--- config.mk ---
export PLATFORM = sky130hd
export DESIGN_NAME = store_feeder
export DESIGN_NICKNAME = d
export VERILOG_FILES = /design/src/rtl/store_feeder.sv
export SDC_FILE = /design/constraint.sdc
export NUM_CORES = 1
export LEC_CHECK = 0
export CAP_MARGIN = 20
export CORE_MARGIN = 2
export CORE_UTILIZATION = 35
export DETAILED_ROUTE_END_ITERATION = 7
export GPL_TIMING_DRIVEN = 0
export SYNTH_ARGS = -nofsm -noshare
export SYNTH_HDL_FRONTEND = slang
export SYNTH_SLANG_ARGS = --single-unit
export TNS_END_PERCENT = 50
--- constraint.sdc ---
create_clock -name clk -period 6.3 [get_ports clk]
set_input_delay 0.945 -clock clk [delete_from_list [all_inputs] [get_ports clk]]
set_output_delay 0.945 -clock clk [all_outputs]
set_load 0.03 [all_outputs]
--- src/rtl/store_feeder.sv ---
// ---------------------------------------------------------------------------
// store_feeder
//
// Producer end of the Store IE/OE handshake. On GO it steps the values
// FIRST, FIRST+1, ... (COUNT of them) into a Store. For each value it holds
// INP stable with IE low, pulses IE, waits for OE high to capture OUT, then
// waits for OE low before moving on. A bounded wait in either OE state ends
// the run with ERR.
//
// Ports
//   clk    in   1     clock, rising edge
//   init   in   1     synchronous active-high reset, overrides everything
//   go     in   1     start a run (sampled only when not busy)
//   first  in   BITS  first value of the run
//   count  in   16    number of values to send (0 = empty run)
//   inp    out  BITS  data to Store INP
//   ie     out  1     input enable to Store IE
//   out    in   BITS  Store OUT
//   oe     in   1     Store OE
//   res    out  BITS  last captured Store output
//   rval   out  1     one-cycle pulse when res is updated
//   busy   out  1     run in progress
//   done   out  1     sticky: run completed without error
//   err    out  1     sticky: handshake timeout
// ---------------------------------------------------------------------------
module store_feeder #(
    parameter int BITS  = 32,
    parameter int SETUP = 2,
    parameter int PULSE = 2,
    parameter int TMO   = 64
) (
    input  logic            clk,
    input  logic            init,
    input  logic            go,
    input  logic [BITS-1:0] first,
    input  logic [15:0]     count,
    output logic [BITS-1:0] inp,
    output logic            ie,
    input  logic [BITS-1:0] out,
    input  logic            oe,
    output logic [BITS-1:0] res,
    output logic            rval,
    output logic            busy,
    output logic            done,
    output logic            err
);

    localparam logic [2:0] ST_IDLE    = 3'd0;
    localparam logic [2:0] ST_SETUP   = 3'd1;
    localparam logic [2:0] ST_PULSE   = 3'd2;
    localparam logic [2:0] ST_WAIT_HI = 3'd3;
    localparam logic [2:0] ST_WAIT_LO = 3'd4;
    localparam logic [2:0] ST_DONE    = 3'd5;
    localparam logic [2:0] ST_ERR     = 3'd6;

    // One phase counter serves both SETUP and PULSE, so size it for the longer.
    localparam int PHASE_MAX = (SETUP > PULSE) ? SETUP : PULSE;
    localparam int PW        = $clog2(PHASE_MAX + 1);
    localparam int WW        = $clog2(TMO + 1);

    logic [2:0]      state_reg,     state_next;
    logic [BITS-1:0] inp_reg,       inp_next;
    logic            ie_reg,        ie_next;
    logic [BITS-1:0] res_reg,       res_next;
    logic            rval_reg,      rval_next;
    logic            busy_reg,      busy_next;
    logic            done_reg,      done_next;
    logic            err_reg,       err_next;
    logic [15:0]     remaining_reg, remaining_next;
    logic [PW-1:0]   phase_reg,     phase_next;
    logic [WW-1:0]   wait_reg,      wait_next;

    // Both wait states share the same timeout exit.
    logic            wait_expired;
    assign wait_expired = (wait_reg == WW'(TMO - 1));

    always_comb begin
        state_next     = state_reg;
        inp_next       = inp_reg;
        ie_next        = ie_reg;
        res_next       = res_reg;
        rval_next      = 1'b0;
        busy_next      = busy_reg;
        done_next      = done_reg;
        err_next       = err_reg;
        remaining_next = remaining_reg;
        phase_next     = phase_reg;
        wait_next      = wait_reg;

        case (state_reg)
            ST_IDLE, ST_DONE, ST_ERR: begin
                if (go) begin
                    inp_next       = first;
                    remaining_next = count;
                    done_next      = 1'b0;
                    err_next       = 1'b0;
                    phase_next     = '0;
                    if (count == 16'd0) begin
                        state_next = ST_DONE;
                        done_next  = 1'b1;
                    end else begin
                        state_next = ST_SETUP;
                        busy_next  = 1'b1;
                    end
                end
            end

            ST_SETUP: begin
                if (phase_reg == PW'(SETUP - 1)) begin
                    state_next = ST_PULSE;
                    ie_next    = 1'b1;
                    phase_next = '0;
                end else begin
                    phase_next = phase_reg + PW'(1);
                end
            end

            ST_PULSE: begin
                if (phase_reg == PW'(PULSE - 1)) begin
                    state_next = ST_WAIT_HI;
                    ie_next    = 1'b0;
                    wait_next  = '0;
                end else begin
                    phase_next = phase_reg + PW'(1);
                end
            end

            ST_WAIT_HI: begin
                // OE may already be high here; it is accepted on the first cycle.
                if (oe) begin
                    res_next   = out;
                    rval_next  = 1'b1;
                    state_next = ST_WAIT_LO;
                    wait_next  = '0;
                end else if (wait_expired) begin
                    state_next = ST_ERR;
                    err_next   = 1'b1;
                    busy_next  = 1'b0;
                    ie_next    = 1'b0;
                end else begin
                    wait_next = wait_reg + WW'(1);
                end
            end

            ST_WAIT_LO: begin
                if (!oe) begin
                    remaining_next = remaining_reg - 16'd1;
                    if (remaining_reg == 16'd1) begin
                        state_next = ST_DONE;
                        busy_next  = 1'b0;
                        done_next  = 1'b1;
                    end else begin
                        // INP only ever moves on the way back into SETUP.
                        inp_next   = inp_reg + BITS'(1);
                        state_next = ST_SETUP;
                        phase_next = '0;
                    end
                end else if (wait_expired) begin
                    state_next = ST_ERR;
                    err_next   = 1'b1;
                    busy_next  = 1'b0;
                    ie_next    = 1'b0;
                end else begin
                    wait_next = wait_reg + WW'(1);
                end
            end

            default: begin
                state_next = ST_IDLE;
                ie_next    = 1'b0;
                busy_next  = 1'b0;
            end
        endcase
    end

    always_ff @(posedge clk) begin
        if (init) begin
            state_reg     <= ST_IDLE;
            inp_reg       <= '0;
            ie_reg        <= 1'b0;
            res_reg       <= '0;
            rval_reg      <= 1'b0;
            busy_reg      <= 1'b0;
            done_reg      <= 1'b0;
            err_reg       <= 1'b0;
            remaining_reg <= '0;
            phase_reg     <= '0;
            wait_reg      <= '0;
        end else begin
            state_reg     <= state_next;
            inp_reg       <= inp_next;
            ie_reg        <= ie_next;
            res_reg       <= res_next;
            rval_reg      <= rval_next;
            busy_reg      <= busy_next;
            done_reg      <= done_next;
            err_reg       <= err_next;
            remaining_reg <= remaining_next;
            phase_reg     <= phase_next;
            wait_reg      <= wait_next;
        end
    end

    assign inp  = inp_reg;
    assign ie   = ie_reg;
    assign res  = res_reg;
    assign rval = rval_reg;
    assign busy = busy_reg;
    assign done = done_reg;
    assign err  = err_reg;

endmodule

; Word-level counts from Yosys, hierarchy flattened
; Index checks and enable logic that the tools add are counted.
[word_totals]
in_bits = 84
regBits = 97
[classes]
n_reduce_logical = 19
mux = 51
bitwise_logic = 3
n_addsub = 4
eq_ne = 20
[op_table]
columns = op, count
row1 = $mux 32, 3
row2 = $pmux 32 s2, 1
row3 = $add 32x1->32 const B, 1
row4 = $mux 16, 2
row5 = $pmux 16 s2, 1
row6 = $mux 7, 4
row7 = $mux 3, 8
row8 = $pmux 7 s3, 1
row9 = $mux 1, 20
row10 = $ne 2x2->1 const B, 10
row11 = $eq 16x1->1 const B, 1
row12 = $logic_not 16->1, 1
row13 = $sub 16x1->16 const B, 1
row14 = $pmux 3 s5, 1
row15 = $reduce_and 5->1, 3
row16 = $reduce_and 4->1, 3
row17 = $mux 2, 5
row18 = $eq 3x3->1 const B, 3
row19 = $reduce_and 3->1, 3
row20 = $pmux 2 s4, 1
row21 = $add 7x1->7 const B, 1
row22 = $eq 7x6->1 const B, 1
row23 = $eq 3x2->1 const B, 2
row24 = $reduce_bool 3->1, 2
row25 = other kinds (15), 18

; Longest topological paths before layout
; Gate-level depths: netlist of run 1.
[logic_depth]
ltp_word = 4
ltp_mapped = 10
mapped_depth_nobuf = 8

; Worst setup path before layout of run 1
; Ideal clock, no wire load.
[synth_timing]
kind = input to register
start = input port go
end = register remaining_reg[11]
path_stages = 7
required_time_ns = 6.184
setup_slack_ns = 3.848
n_path_buf = 2
t_arrival_ns = 2.336
cell_sequence = clkbuf_1 -> nor3b_1 -> a21oi_1 -> o21ai_0 -> buf_2 -> nand2_1 -> a31o_2
[synth_via]
elab_chain_len = 2
[synth_rtl]
columns = item, line
row1 = start: declaration, 34  ; input logic go,
row2 = $ne 2x2->1 (no line), -
row3 = $reduce_and 3->1 (no line), -
row4 = end signal: assignment, 198  ; remaining_reg <= remaining_next;
row5 = end: declaration, 69  ; logic [15:0] remaining_reg, remaining_next;
; Every way passes these cells.
; A chain may end at the register's enable or synchronous reset.

; Worst setup path in the final report of run 1
[layout_timing]
start = input port oe
end = register inp_reg[18] (netlist: inp[18])
[layout_via]
elab_chain_len = 2
[layout_rtl]
columns = item, line
row1 = start: declaration, 40  ; input logic oe,
row2 = $ne 2x2->1 (no line), -
row3 = $reduce_and 4->1 (no line), -
row4 = end signal: assignment, 191  ; inp_reg <= inp_next;
row5 = end: declaration, 62  ; logic [BITS-1:0] inp_reg, inp_next;
; Every way passes these cells.

==> impl_metrics.toml, run 1 <==
[critical_path]
critPathMaxFanout = 10
worstPathCellList = "clkdlybuf4s50_1 > clkbuf_1 > a41oi_1 > a21o_1 > buf_2 > buf_1 > a211oi_1"
cp.arrival_ns = 3.32
cp-start-kind = "primary input"
slowest_stage = "a41oi_1"
critical_path.max_stage_delay_ns = 0.55
critical_path_buf_inv_count = 4
cp_data_required_time_ns = 6.51
critPathCaptureType = "flip-flop"
path_delay_family = "buffers and inverters"
crit_type = "in -> reg"

[die]
die_w_um = 126
io_pins = 153
start_util_pct = 35.8
die_area_um2 = 15900
rows = 44
fp.dieH_um = 126
core_um2 = 14600

[timing]
finalSetupViolCount = 0
drv_slew = 0
max_slew_margin_pct = 50.4
clock_skew_ns = 0.00790
finalHoldViolations = 0
min_period_over_period_pct = 49.4
rsz0062_at_grt = "no"
tns_ns = 0
tightestPinTransition_ns = 0.744
max_freq_ghz = 0.321
fin_ws_ns = 3.19
period_minus_slack_ns = 3.11

[clock_tree]
cts_buffers = 9
clockBufferDepth = 2
cts_tree = "done"
postCtsSetupBuffers = 0
cts_resized = 0
hold_buffers = 0
htreeDepth = 3
insertion_delay_ns = 0.36
root_buffer = "clkbuf_16"
clk_pin_slew_ns = 0.07
cts.sinks = 97

[place]
gp_congestion = 0.902
preCtsSetupSlack_ns = 2.94
dp_hpwl_um = 14000
portBuffers = 150

[grt]
overflow = 0
grtUsageMet1_pct = 31.5
grt_pass1_wl_um = 30200
grt.busiest_layer = "met2"
grt_max_degree = 18
grt_use_total_pct = 23.8
grt_pass1_vias = 5692
grt_use_met2_pct = 37.7
antenna_found_initial = 0
gr-usage-met3_pct = 6.16

[yosys]
async_flop_share_pct = 0
synth_top_area_share_pct = 37.1
ys_top_cells_by_count = "nand2_1 (133), dfxtp_1 (97), a21oi_1 (81), o21ai_0 (51), nor2_1 (46)"
yosysWarnings = 0
seq_area_frac_synth_pct = 37.1
synthTopCellsByArea = "dfxtp_1 (37%), nand2_1 (9.5%), a21oi_1 (7.8%), o21ai_0 (4.9%), nor2_1 (3.3%)"
syn_area_um2 = 5230
syn_nets = 794
synthCells = 704
ys_ff_latch = 97
synth_edf_count = 0
synth_top_area_cell = "dfxtp_1"
synthFlopType = "dfxtp_1"
postSynthAreaPerCell_um2 = 7.43
yosysMostFrequentCell = "nand2_1"
ys_types = 66

[route]
routedWlPerCell_um = 18.2
drt_drc_violations_left = 0
drtIter0Drc = 613
firstDrtPassIters = 5
wl_um = 19200
viasPerCell = 5.75
num_vias = 6061
antenna_left = 0

[pwr]
leakage_uw = 0.00248
ir_drop_v = 0.000199
power_density_nw_per_um2 = 431

[final_layout]
antenna_cells = 0
nets = 955
area_growth_pct = 38.9
fill_cells = 1427
drive_gt1_share_pct = 5.29

[run_status]
status = "complete, no violations"

[job]
drv_cap = 0

[min_path]
hold_path_class = "reg -> reg"
## per-layer routing
layer / vias to the layer above / share of wire, %
met2: 291 / 46
met3: 44 / 8.1
met4: 0 / 2.6
li1: 2852 / -
met5: - / 0
met1: 2874 / 43
## through the flow
step	power, uW	utilization (%)	std cells	instance area (um2)	hold slack, ns
2_1_floorplan	1960	-	704	5230	0.406
3_3_place_gp	2510	47.7	1038	6960	0.415
3_5_place_dp	2530	47.7	1038	6960	0.437
4_1_cts	3110	49.8	1054	7260	0.448
5_1_grt	3320	49.8	1054	7260	0.464
6_report	3130	49.8	1054	7260	0.441
## layout by cell type (no fill, tap or decap), types with 4 or more instances in the layout
cell and count:
a211oi_1 15, a21o_1 7, a21oi_1 81, a22oi_1 4, a311oi_1 5, a31oi_1 8
a32o_1 5, and3_1 7, buf_1 4, buf_2 12, clkbuf_1 39, clkbuf_16 9
clkdlybuf4s50_1 150, dfxtp_1 97, ha_1 6, inv_1 13, nand2_1 133, nand2b_1 11
nand3_1 21, nand4_1 10, nor2_1 46, nor2b_1 7, nor3_1 16, nor3b_1 5
nor4_1 9, o21ai_0 51, o22ai_1 13, o31ai_1 7, or2_2 4, or3_1 9
xor2_1 5
## worst register-to-register path: cells and delay by family (launching register included)
family / cells / cell delay [ns]
buf+inv: 4 / 1.80
flops: 1 / 0.31
compound gates: 2 / 0.38
simple gates: 2 / 0.23
## layout make-up
cell class                      count  area [um2]  area share [%]
Buffer                             55         221            3.05
Sequential cell                    97        1940            26.7
Clock inverter                      7        76.3            1.05
Inverter                           13        48.8           0.672
Tap cell                          184         230            3.17
Multi-Input combinational cell    539        3020            41.6
Clock buffer                        9         225            3.10
Timing Repair Buffer              150        1500            20.7
## final timing paths
path	from	end	slack (ns)	cells past startpoint
max	oe	inp[18]	3.19	7
min	wait_reg[6]	wait_reg[6]	0.44	2
max reg2reg	state_reg[1]	inp[9]	3.44	8
min reg2reg	wait_reg[6]	wait_reg[6]	0.44	2
## power breakdown
part           total, uW  internal (uW)  switching [uW]
Combinational       1620            611            1010
Clock                570            312             259
Sequential           941            757             184
Total               3130           1680            1450
## logic make-up (layout without fill, tap and decap cells)
| group | Yosys count | in the layout | synth area share, % |
|---|---|---|---|
| mux | 3 | 3 | 0.598 |
| simple gates | 301 | 301 | 28.6 |
| xor+xnor | 7 | 7 | 1.17 |
| flops | 97 | 97 | 37.1 |
| compound gates | 222 | 222 | 25.9 |
| fa+ha+maj | 6 | 6 | 1.44 |
| buf+inv | 68 | 234 | 5.17 |
Note: power is estimated with default switching activity, not from simulation.
==> run 2, diff against run 1 <==
==> constraint.sdc (replaced) <==
create_clock -name clk -period 3 [get_ports clk]
set_input_delay 0.45 -clock clk [delete_from_list [all_inputs] [get_ports clk]]
set_output_delay 0.45 -clock clk [all_outputs]
set_load 0.03 [all_outputs]
==> impl_metrics.toml, run 2 (synthesis results as in run 1) <==
[run_status]
status = "complete, no violations"

[pwr]
power_density_nw_per_um2 = 905
leakage_uw = 0.00249
ir_drop_v = 0.000419

[grt]
grt_pass1_vias = 5692
overflow = 0
grt_max_degree = 18
antenna_found_initial = 0
grt_use_total_pct = 23.8
grt_pass1_wl_um = 30200

[route]
wl_met2_um = 8850
routedWlPerCell_um = 18.2
firstDrtPassIters = 5
wl_um = 19200
drt_drc_violations_left = 0
num_vias = 6046
antenna_left = 0
top_layer = "met4"
drtIter0Drc = 615
wl_met3_um = 1550
viasPerCell = 5.74
wl_met1_um = 8360

[place]
portBuffers = 150
preCtsSetupSlack_ns = 0.132
dp.cells = 1038
gp_congestion = 0.902
placed_cell_area_um2 = 6960
dp_hpwl_um = 14000

[clock_tree]
root_buffer = "clkbuf_16"
cts_tree = "done"
clockBufferDepth = 2
insertion_delay_ns = 0.36
cts_buffers = 9
clk_pin_slew_ns = 0.07
htreeDepth = 3
postCtsSetupBuffers = 0
cts.sinks = 97

[final_layout]
nets = 955
final_common_cell = "clkdlybuf4s50_1"
multi_input_area_um2 = 3020
stdcell_count = 1054
drive_gt1_share_pct = 5.40
antenna_cells = 0
final_area_um2 = 7260
layout_common_cells = "clkdlybuf4s50_1 (150), nand2_1 (133), dfxtp_1 (97)"
register_area_um2 = 1940
fill_cells = 1427
area_growth_pct = 38.9

[timing]
finalHoldViolations = 0
tns_ns = 0
drv_slew = 0
min_period_over_period_pct = 88.2
fin_ws_ns = 0.353
max_slew_margin_pct = 50.2
max_freq_ghz = 0.378
whs_ns = 0.441
finalSetupViolCount = 0
rsz0062_at_grt = "no"
tightestPinTransition_ns = 0.747
clock_skew_ns = 0.00790
period_minus_slack_ns = 2.65

[critical_path]
cp_data_required_time_ns = 3.25
critPathCaptureType = "flip-flop"
ff2ff_setup_slack_ns = 0.35
critPathMaxFanout = 7
cp-start-kind = "flip-flop"
cp.arrival_ns = 2.90
crit_type = "reg -> reg"

[die]
rows = 44
core_um2 = 14600
die_area_um2 = 15900
die_w_um = 126
fp.dieH_um = 126
io_pins = 153
start_util_pct = 35.8

[min_path]
hold_path_class = "reg -> reg"

[job]
drv_cap = 0
==> run 2: cell counts in the layout (fill, tap and decap cells not counted) <==
No cell type changed its count.
==> run 2: cell type report <==
type	instances	area share, %
Buffer	55	3.07
Clock buffer	9	3.10
Clock inverter	7	1.05
Inverter	13	0.672
Multi-Input combinational cell	539	41.5
Sequential cell	97	26.7
Tap cell	184	3.17
Timing Repair Buffer	150	20.7
==> run 2: metal layers <==
layer  global-route usage, %  vias up
met5                       0        -
met4                    8.40        0
met3                    6.16       38
met2                    37.7      280
met1                    31.5     2878
li1                        -     2850
==> run 2: path summary, 6_finish.rpt <==
| check | startpoint | end | cells past startpoint |
|---|---|---|---|
| setup / recovery | inp[0] | inp[20] | 8 |
| hold reg to reg | wait_reg[6] | wait_reg[6] | 2 |
| hold / removal | wait_reg[6] | wait_reg[6] | 2 |
| setup reg to reg | inp[0] | inp[20] | 8 |
==> run 2: metrics by stage <==
step	total power [uW]	utilization, %
4_1_cts	6540	49.8
5_1_grt	6970	49.8
3_5_place_dp	5310	47.7
3_3_place_gp	5270	47.7
6_report	6570	49.8
2_1_floorplan	4110	-
==> run 2: what timing repair did <==
action,4_1_cts,5_1_grt
setup endpoints to repair,0,6
hold buffers,0,0
resized for setup,0,2
==> run 2: power by group <==
part / switching, uW / internal (uW) / total [uW] / leakage (uW)
Sequential: 387 / 1590 / 1980 / 0.000791
Combinational: 2110 / 1280 / 3400 / 0.00155
Clock: 546 / 654 / 1200 / 0.000143
Total: 3050 / 3530 / 6570 / 0.00249
==> run 2: worst max-delay path: stages (launching register included) <==
cell and delay, ns:
dfxtp_1 0.48, ha_1 0.28, nand4_2 0.21, or2_2 0.34, clkbuf_1 0.18, nor2_1 0.40
nand3_1 0.19, a21o_1 0.21, a32o_1 0.24
